--- src/rtl/comparator_1_bit_df.sv ---
// comparator_1_bit_df
// Registered 1-bit magnitude comparator with per-result event counters.
//
// Ports
//   clk        rising-edge clock for all state
//   rst_n      synchronous active-low reset
//   a, b       compare operands
//   in_valid   sample strobe; a/b accepted on a rising edge with rst_n=1
//   e, g, l    registered result: a==b, a>b, a<b (one-hot once a sample is seen)
//   out_valid  one-cycle pulse per accepted sample
//   changed    pulse with out_valid when the new result differs from the last
//   eq_cnt     saturating count of accepted samples with a==b
//   gt_cnt     saturating count of accepted samples with a>b
//   lt_cnt     saturating count of accepted samples with a<b
module comparator_1_bit_df #(
    parameter int CNT_W = 8
) (
    input  logic             clk,
    input  logic             rst_n,
    input  logic             a,
    input  logic             b,
    input  logic             in_valid,
    output logic             e,
    output logic             g,
    output logic             l,
    output logic             out_valid,
    output logic             changed,
    output logic [CNT_W-1:0] eq_cnt,
    output logic [CNT_W-1:0] gt_cnt,
    output logic [CNT_W-1:0] lt_cnt
);

    localparam logic [CNT_W-1:0] CNT_MAX = '1;

    logic       res_e;
    logic       res_g;
    logic       res_l;
    logic [2:0] res_egl;

    always_comb begin
        res_e   = ~(a ^ b);
        res_g   = a & ~b;
        res_l   = ~a & b;
        res_egl = {res_e, res_g, res_l};
    end

    // The registered {e,g,l} doubles as the "previous result" history. It is
    // 000 after reset and one-hot afterwards, so the first accepted sample
    // always reports changed=1 without a separate first-sample flag.
    always_ff @(posedge clk) begin
        if (!rst_n) begin
            e         <= 1'b0;
            g         <= 1'b0;
            l         <= 1'b0;
            out_valid <= 1'b0;
            changed   <= 1'b0;
            eq_cnt    <= '0;
            gt_cnt    <= '0;
            lt_cnt    <= '0;
        end else if (in_valid) begin
            e         <= res_e;
            g         <= res_g;
            l         <= res_l;
            out_valid <= 1'b1;
            changed   <= (res_egl != {e, g, l});
            if (res_e && (eq_cnt != CNT_MAX)) eq_cnt <= eq_cnt + 1'b1;
            if (res_g && (gt_cnt != CNT_MAX)) gt_cnt <= gt_cnt + 1'b1;
            if (res_l && (lt_cnt != CNT_MAX)) lt_cnt <= lt_cnt + 1'b1;
        end else begin
            out_valid <= 1'b0;
            changed   <= 1'b0;
        end
    end

endmodule

--- config.mk ---
export PLATFORM = sky130hd
export DESIGN_NAME = comparator_1_bit_df
export DESIGN_NICKNAME = d
export VERILOG_FILES = /design/src/rtl/comparator_1_bit_df.sv
export SDC_FILE = /design/constraint.sdc
export NUM_CORES = 1
export LEC_CHECK = 0
export CAP_MARGIN = 15
export CORE_ASPECT_RATIO = 0.9
export CORE_UTILIZATION = 48
export CTS_CLUSTER_DIAMETER = 150
export DETAILED_ROUTE_END_ITERATION = 16
export MAX_ROUTING_LAYER = met4
export PLACE_DENSITY_LB_ADDON = 0.08
export RECOVER_POWER = 25
export SETUP_SLACK_MARGIN = 0.02
export SLEW_MARGIN = 15
export SYNTH_ARGS = -nofsm -noshare
export SYNTH_HDL_FRONTEND = slang
export SYNTH_SLANG_ARGS = --single-unit
--- constraint.sdc ---
create_clock -name clk -period 2.3 [get_ports clk]
set_input_delay 0.69 -clock clk [delete_from_list [all_inputs] [get_ports clk]]
set_output_delay 0.69 -clock clk [all_outputs]
set_load 0.02 [all_outputs]
# Yosys cells after proc, flatten, opt, wreduce, memory -nomap -nowiden
# Cells that the tools add are included.
[word_totals]
ff_bits = 29
in_bits = 5
out_inout_bits = 29
wordCells = 29
[op_classes]
add_sub_neg = 3
n_eq_ne = 4
mux = 1
bitwise = 6
n_reduce_logical = 7
[ops]
columns = ["cell", "count"]
rows = [
  ["$add A8 B1 Y8 const B", 3],
  ["$ne A8 B8 Y1 const B", 3],
  ["$reduce_and A2 Y1", 4],
  ["$logic_and A1 B1 Y1", 3],
  ["$ne A3 B3 Y1", 1],
  ["$not A1 Y1", 3],
  ["$and A1 B1 Y1", 2],
  ["$mux W1", 1],
  ["$xor A1 B1 Y1", 1],
]

# Longest topological paths before layout
# Gate-level depths: netlist of the first run.
[depth]
word_depth = 4
depth_mapped = 7

# Worst setup path after synthesis of the first run
# OpenSTA, ideal clock, no wires.
[synth_path]
path_kind = "input port to flip-flop"
start = "in a"
end = "reg eq_cnt[3]"
setup_ns = 0.059
arrival_time_ns = 1.881
path_slack_ns = 0.360
stages = 6
n_path_buf = 0
path_cell_list = "inv_1 ha_1 nand2_1 o21bai_1 or4_1 nand2_1"
[synth_between]
elab_chain_len = 4
[synth_lines]
columns = ["element", "line", "source"]
rows = [
  ["start: declaration", "20", "input logic a,"],
  ["$xor A1 B1 Y1", "41", "res_e = ~(a ^ b);"],
  ["$not A1 Y1", "41", ""],
  ["named net res_e", "35", "logic res_e;"],
  ["$logic_and A1 B1 Y1", "66", "if (res_e && (eq_cnt != CNT_MAX)) eq_cnt <= eq_cnt + 1'b1;"],
  ["$reduce_and A2 Y1 (no source line)", "-", ""],
  ["end signal: assignment", "66", ""],
  ["end: declaration", "28", "output logic [CNT_W-1:0] eq_cnt,"],
]
# The timed path passes the listed nets, and every way through them passes these cells.
# A chain may end at the register's enable or synchronous reset.

# Final worst setup path of the first run
[layout_path]
start = "reg eq_cnt[2]"
end = "out eq_cnt[2]"
# No word-level cell between the ends.

==> flow_summary.yaml, run 1 <==
clock_tree:
  cts_setup_buffers: 0
  cts_resized: 0
  cts_root_buf: "clkbuf_4"
  cts_tree: "done"
  h-tree-depth: 2
  cts.path.max_buffers: 2
  hold_buffers: 0
  insertion_delay_ns: 0.33
  numCtsBuffers: 5
  clkTransAtPathRegs_ns: 0.09
  clock_sinks: 29
floorplan:
  core_mm2: 0.00255
  row_count: 17
  io_pins: 34
  start_util: 0.529
  dieArea_mm2: 0.00303
  die-width_um: 57.9
  die_y_um: 52.3
worst_setup_path:
  cpPeakStageDelay_ns: 0.66
  worstPathRequired_ns: 1.61
  worst-path-stages: 1
  critical_path.top_delay_family: "buffers and inverters"
  worstPathArrival_ns: 1.45
  startpoint_type: "flop"
  cp-startpoint: "eq_cnt[2]"
  crit_type: "reg -> out"
  regToRegEndpoint: "lt_cnt[4]"
  reg2reg_slack_ns: 0.60
  critPathCaptureType: "output port"
  critPathMaxFanout: 6
  endpoint: "eq_cnt[2]"
  rr_worst_depth: 4
  path_buf_inv: 1
  path_cells: "clkdlybuf4s50_1"
  cpMaxStageDelayCell: "clkdlybuf4s50_1"
  r2r-start: "lt_cnt[0]"
place:
  dp.cells: 217
  io_buffers: 33
  hpwl_mm: 2.24
  dp_slack_ns: -0.161
  gp_congestion: 0.750
layout:
  multi_input_comb_area_um2: 732
  final_cell_mix: "clkdlybuf4s50_1, dfxtp_1, nor2_1, a21oi_1, nand2_1"
  drive_above_1_share: 0.0761
  area_growth_pct: 34.1
  num-fill-cells: 215
  final_common_cell: "clkdlybuf4s50_1"
  seqCellArea_um2: 581
  final_cells: 225
  antenna_cells: 0
  final_nets: 207
synthesis:
  synth_cell_types: 32
  syn-instance-count: 149
  synth_top_area_share: 0.430
  syn_area_mm2: 0.00135
  synthFlopType: "dfxtp_1"
  avgSynthCellArea_um2: 9.07
  yosysTopAreaCell: "dfxtp_1"
  ys_async_sr_fraction: 0
  synth_seq_cells: 29
  synthTopCellsByArea: "dfxtp_1, ha_1, xor2_1, a21oi_1, nor2_1"
  synth_edf_count: 0
  synth_seq_area_share: 0.430
  yosysWarnings: 0
  syn_nets: 160
flow_run:
  maxCapViolations: 0
global_routing:
  grt_use_total: 0.231
  grt_pass1_wl_mm: 5.08
  gr-total-overflow: 0
  grt_pass1_vias: 1197
  antenna_found_initial: 0
  grt_max_degree: 16
timing:
  tightestPinTransition_ns: 0.719
  drv_slew: 0
  hold_viol: 0
  period_minus_slack_ns: 2.14
  tns_ns: 0
  setup_viol: 0
  finalClockSkew_ns: 0.00696
  rsz0062_at_grt: "no"
  worst_slack_ns: 0.164
  finalCritPeriodShare: 0.929
  relSlewSlack: 0.521
  fmax_mhz: 468
route:
  dr.pass1.iters: 10
  wl_mm: 3.04
  avgViaCountPerCell: 5.80
  drtIter0Drc: 59
  drc: 1
  ant_nets: 0
  via_count: 1305
  wl_per_cell_um: 13.5
outcome:
  violations: "DRC"
  outcome: "complete, but fails checks"
power_and_ir_drop:
  ir_worst_vdd_mv: 0.405
  p_leak_nw: 0.671
  powerDensity_mw_per_mm2: 507
min_path:
  worstHoldStart: "gt_cnt[7]"
  holdCritPathClass: "reg -> reg"
==> worst min path at each step <==
stage | end | slack [ns] | cells after the start
global route | e | 0.55 | 2
CTS | eq_cnt[7] | 0.51 | 2
detailed placement | eq_cnt[7] | 0.49 | 2
global placement | gt_cnt[7] | 0.49 | 2
floorplan | lt_cnt[6] | 0.56 | 2
finish | gt_cnt[7] | 0.51 | 2
==> state kept, by name, indices dropped and copies added, names as in the netlist <==
signal and cells:
g 1, l 1, changed 1, e 1, out_valid 1, gt_cnt 8
lt_cnt 8, eq_cnt 8
==> synthesized netlist by cell type, types with 3 or more instances <==
cell type and count:
dfxtp_1 29, nor2_1 13, a21oi_1 12, nand2_1 11, nand3_1 9, xor2_1 8, ha_1 6, o21ai_0 6
or4_1 6, nand4_1 5, or3_1 5, mux2i_1 4, xnor2_1 4, inv_1 3
==> layer usage <==
metal,GRT usage,vias to the layer above,wire length (µm)
met3,0.0790,9,242
met2,0.368,52,1430
met1,0.260,597,1310
li1,-,647,-
met4,0.119,0,64
met5,-,-,0
==> cell families after synthesis <==
kind of cell	share of synthesized area
compound gates	0.151
flops	0.430
xor+xnor	0.0778
simple gates	0.228
fa+ha+maj	0.0556
buf+inv	0.0287
mux	0.0296
==> final cells by class <==
| cell class | count | area share |
|---|---|---|
| inverters | 4 | 0.00829 |
| repair buffers | 44 | 0.220 |
| clock buffers | 6 | 0.0228 |
| clock inverters | 2 | 0.00552 |
| flip-flops and latches | 29 | 0.320 |
| multi-input cells | 112 | 0.404 |
| well taps | 28 | 0.0193 |
==> power by group <==
group | internal [W] | switching (W)
clock network | 0.000116 | 0.000176
registers | 0.000512 | 0.0000118
logic | 0.0000492 | 0.0000528
==> stage by stage <==
| step | power, W | util | hold WS, ns | instance area (µm²) |
|---|---|---|---|---|
| finish | 0.000919 | 0.710 | 0.512 | 1810 |
| global route | 0.000960 | 0.710 | 0.548 | 1810 |
| CTS | 0.000927 | 0.716 | 0.510 | 1830 |
| detailed placement | 0.000641 | 0.696 | 0.494 | 1780 |
| global placement | 0.000637 | 0.696 | 0.488 | 1780 |
| floorplan | 0.000588 | - | 0.559 | 1350 |
==> tightest hold or removal path, delay by kind of cell, from the launching register on <==
family	cells	cell delay (ns)
flip-flops	1	0.35
AO/OA/AOI/OAI	2	0.12
Note: power is estimated with default switching activity, not from simulation.
==> run 2, diff against run 1 <==
--- a/config.mk
+++ b/config.mk
@@ -9,6 +9,7 @@
 export CORE_ASPECT_RATIO = 0.9
 export CORE_UTILIZATION = 48
 export CTS_CLUSTER_DIAMETER = 150
+export CTS_CLUSTER_SIZE = 16
 export DETAILED_ROUTE_END_ITERATION = 16
 export MAX_ROUTING_LAYER = met4
 export PLACE_DENSITY_LB_ADDON = 0.08
==> results of run 2 <==
Same layout as run 1: the final DEF is identical, and so are final timing and power.
==> run 3, diff against run 2 <==
==> constraint.sdc (replaced) <==
create_clock -name clk -period 2.3 [get_ports clk]
set_input_delay 0.46 -clock clk [delete_from_list [all_inputs] [get_ports clk]]
set_output_delay 0.46 -clock clk [all_outputs]
set_load 0.02 [all_outputs]
==> flow_summary.yaml, run 3 (same netlist as run 1, synthesis figures left out) <==
floorplan:
  row_count: 17
  core_mm2: 0.00255
  dieArea_mm2: 0.00303
  start_util: 0.529
  die-width_um: 57.9
  die_y_um: 52.3
  io_pins: 34
clock_tree:
  hold_buffers: 0
  h-tree-depth: 2
  clkTransAtPathRegs_ns: 0.09
  numCtsBuffers: 5
  cts_tree: "done"
  insertion_delay_ns: 0.32
  clock_sinks: 29
  cts.path.max_buffers: 2
  cts_resized: 0
  cts_root_buf: "clkbuf_4"
  cts_setup_buffers: 0
timing:
  fmax_mhz: 489
  relSlewSlack: 0.728
  finalClockSkew_ns: 0.00237
  hold_viol: 0
  tns_ns: 0
  tightestPinTransition_ns: 0.409
  period_minus_slack_ns: 2.04
  drv_slew: 0
  setup_viol: 0
  rsz0062_at_grt: "no"
  finalCritPeriodShare: 0.889
worst_setup_path:
  critPathMaxFanout: 4
  startpoint_type: "input port"
  worstPathRequired_ns: 2.57
  crit_type: "in -> reg"
  worstPathArrival_ns: 2.31
  critPathCaptureType: "flop"
layout:
  area_growth_pct: 33.2
  antenna_cells: 0
  num-fill-cells: 230
  final_nets: 202
  final_cell_mix: "dfxtp_1, clkdlybuf4s50_1, nor2_1, a21oi_1, nand2_1"
  top_regs: "eq_cnt x8, gt_cnt x8, lt_cnt x8"
  final_common_cell: "dfxtp_1"
  drive_above_1_share: 0.0677
power_and_ir_drop:
  powerDensity_mw_per_mm2: 536
  clkPwrFrac: 0.357
  ir_worst_vdd_mv: 0.332
  p_sw_frac: 0.240
  total_power_w: 0.000965
  p_leak_nw: 0.667
  p_seq_frac: 0.542
  combinationalPowerShare: 0.100
  switchingPower_w: 0.000231
  internal_power_w: 0.000734
global_routing:
  gr-total-overflow: 0
  grt_use_total: 0.224
  grt_max_degree: 19
  grt_pass1_vias: 1155
  grt_pass1_wl_mm: 4.97
  antenna_found_initial: 0
route:
  ant_nets: 0
  wl_mm: 2.97
  wl_per_cell_um: 13.5
  drtIter0Drc: 68
  dr.pass1.iters: 10
  drc: 1
  avgViaCountPerCell: 5.76
  via_count: 1267
min_path:
  holdCritPathClass: "reg -> reg"
flow_run:
  maxCapViolations: 0
outcome:
  outcome: "complete, but fails checks"
  violations: "DRC"
place:
  gp_congestion: 0.803
  io_buffers: 33
  hpwl_mm: 2.21
run 3: cell count changes in the layout (fill, tap and decap cells not counted), sizes merged:
cell,previous run,this run
clkbuf,11,9
clkinv,3,2
clkdlybuf4s50,30,28
buf,6,4
dlygate4sd3,3,5
run 3: path summary, 6_finish.rpt:
kind,end,start,cells past startpoint,slack [ns]
hold reg to reg,lt_cnt[6],lt_cnt[6],2,0.50
hold / removal,lt_cnt[6],lt_cnt[6],2,0.50
setup reg to reg,lt_cnt[4],lt_cnt[0],4,0.60
setup / recovery,eq_cnt[3],a,7,0.26
run 3: stage by stage:
stage	instances	util	setup WS [ns]	cell area [µm²]	hold slack, ns
final	220	0.705	0.256	1800	0.503
after CTS	220	0.708	0.376	1810	0.505
after detailed placement	212	0.681	0.0282	1740	0.490
after floorplan	149	-	0.590	1350	0.559
after global routing	220	0.705	0.197	1800	0.516
after global placement	212	0.681	0.0905	1740	0.476
run 3: power by group through the flow:
stage	Sequential, W	Clock (W)	Combinational (W)
after floorplan	0.000546	0	0.0000420
after global placement	0.000535	0	0.0000970
after detailed placement	0.000535	0	0.0000996
after CTS	0.000524	0.000356	0.000100
after global routing	0.000525	0.000375	0.000106
final	0.000523	0.000345	0.0000968
run 3: area by class of cell:
class / count / area [µm²] / share of cell area
clock inverter: 1 / 5.00 / 0.00278
clock buffer: 7 / 65.1 / 0.0361
multi-input combinational: 112 / 732 / 0.407
timing repair buffer: 39 / 368 / 0.204
inverter: 4 / 15.0 / 0.00834
sequential: 29 / 581 / 0.322
tap: 28 / 35.0 / 0.0195
run 3: metal layers:
metal / part of all wire / routed length [µm] / global-route usage / vias up
li1: - / - / - / 631
met3: 0.038 / 112 / 0.0667 / 5
met2: 0.47 / 1400 / 0.364 / 28
met1: 0.48 / 1420 / 0.263 / 603
met4: 0.011 / 34 / 0.0833 / 0
met5: 0 / 0 / - / -
run 3: critical path: stages:
cell and delay, ns:
dlygate4sd3_1 0.57, inv_1 0.07, ha_1 0.36, nand2_1 0.12, o21bai_1 0.20, or4_1 0.46, nand2_1 0.07
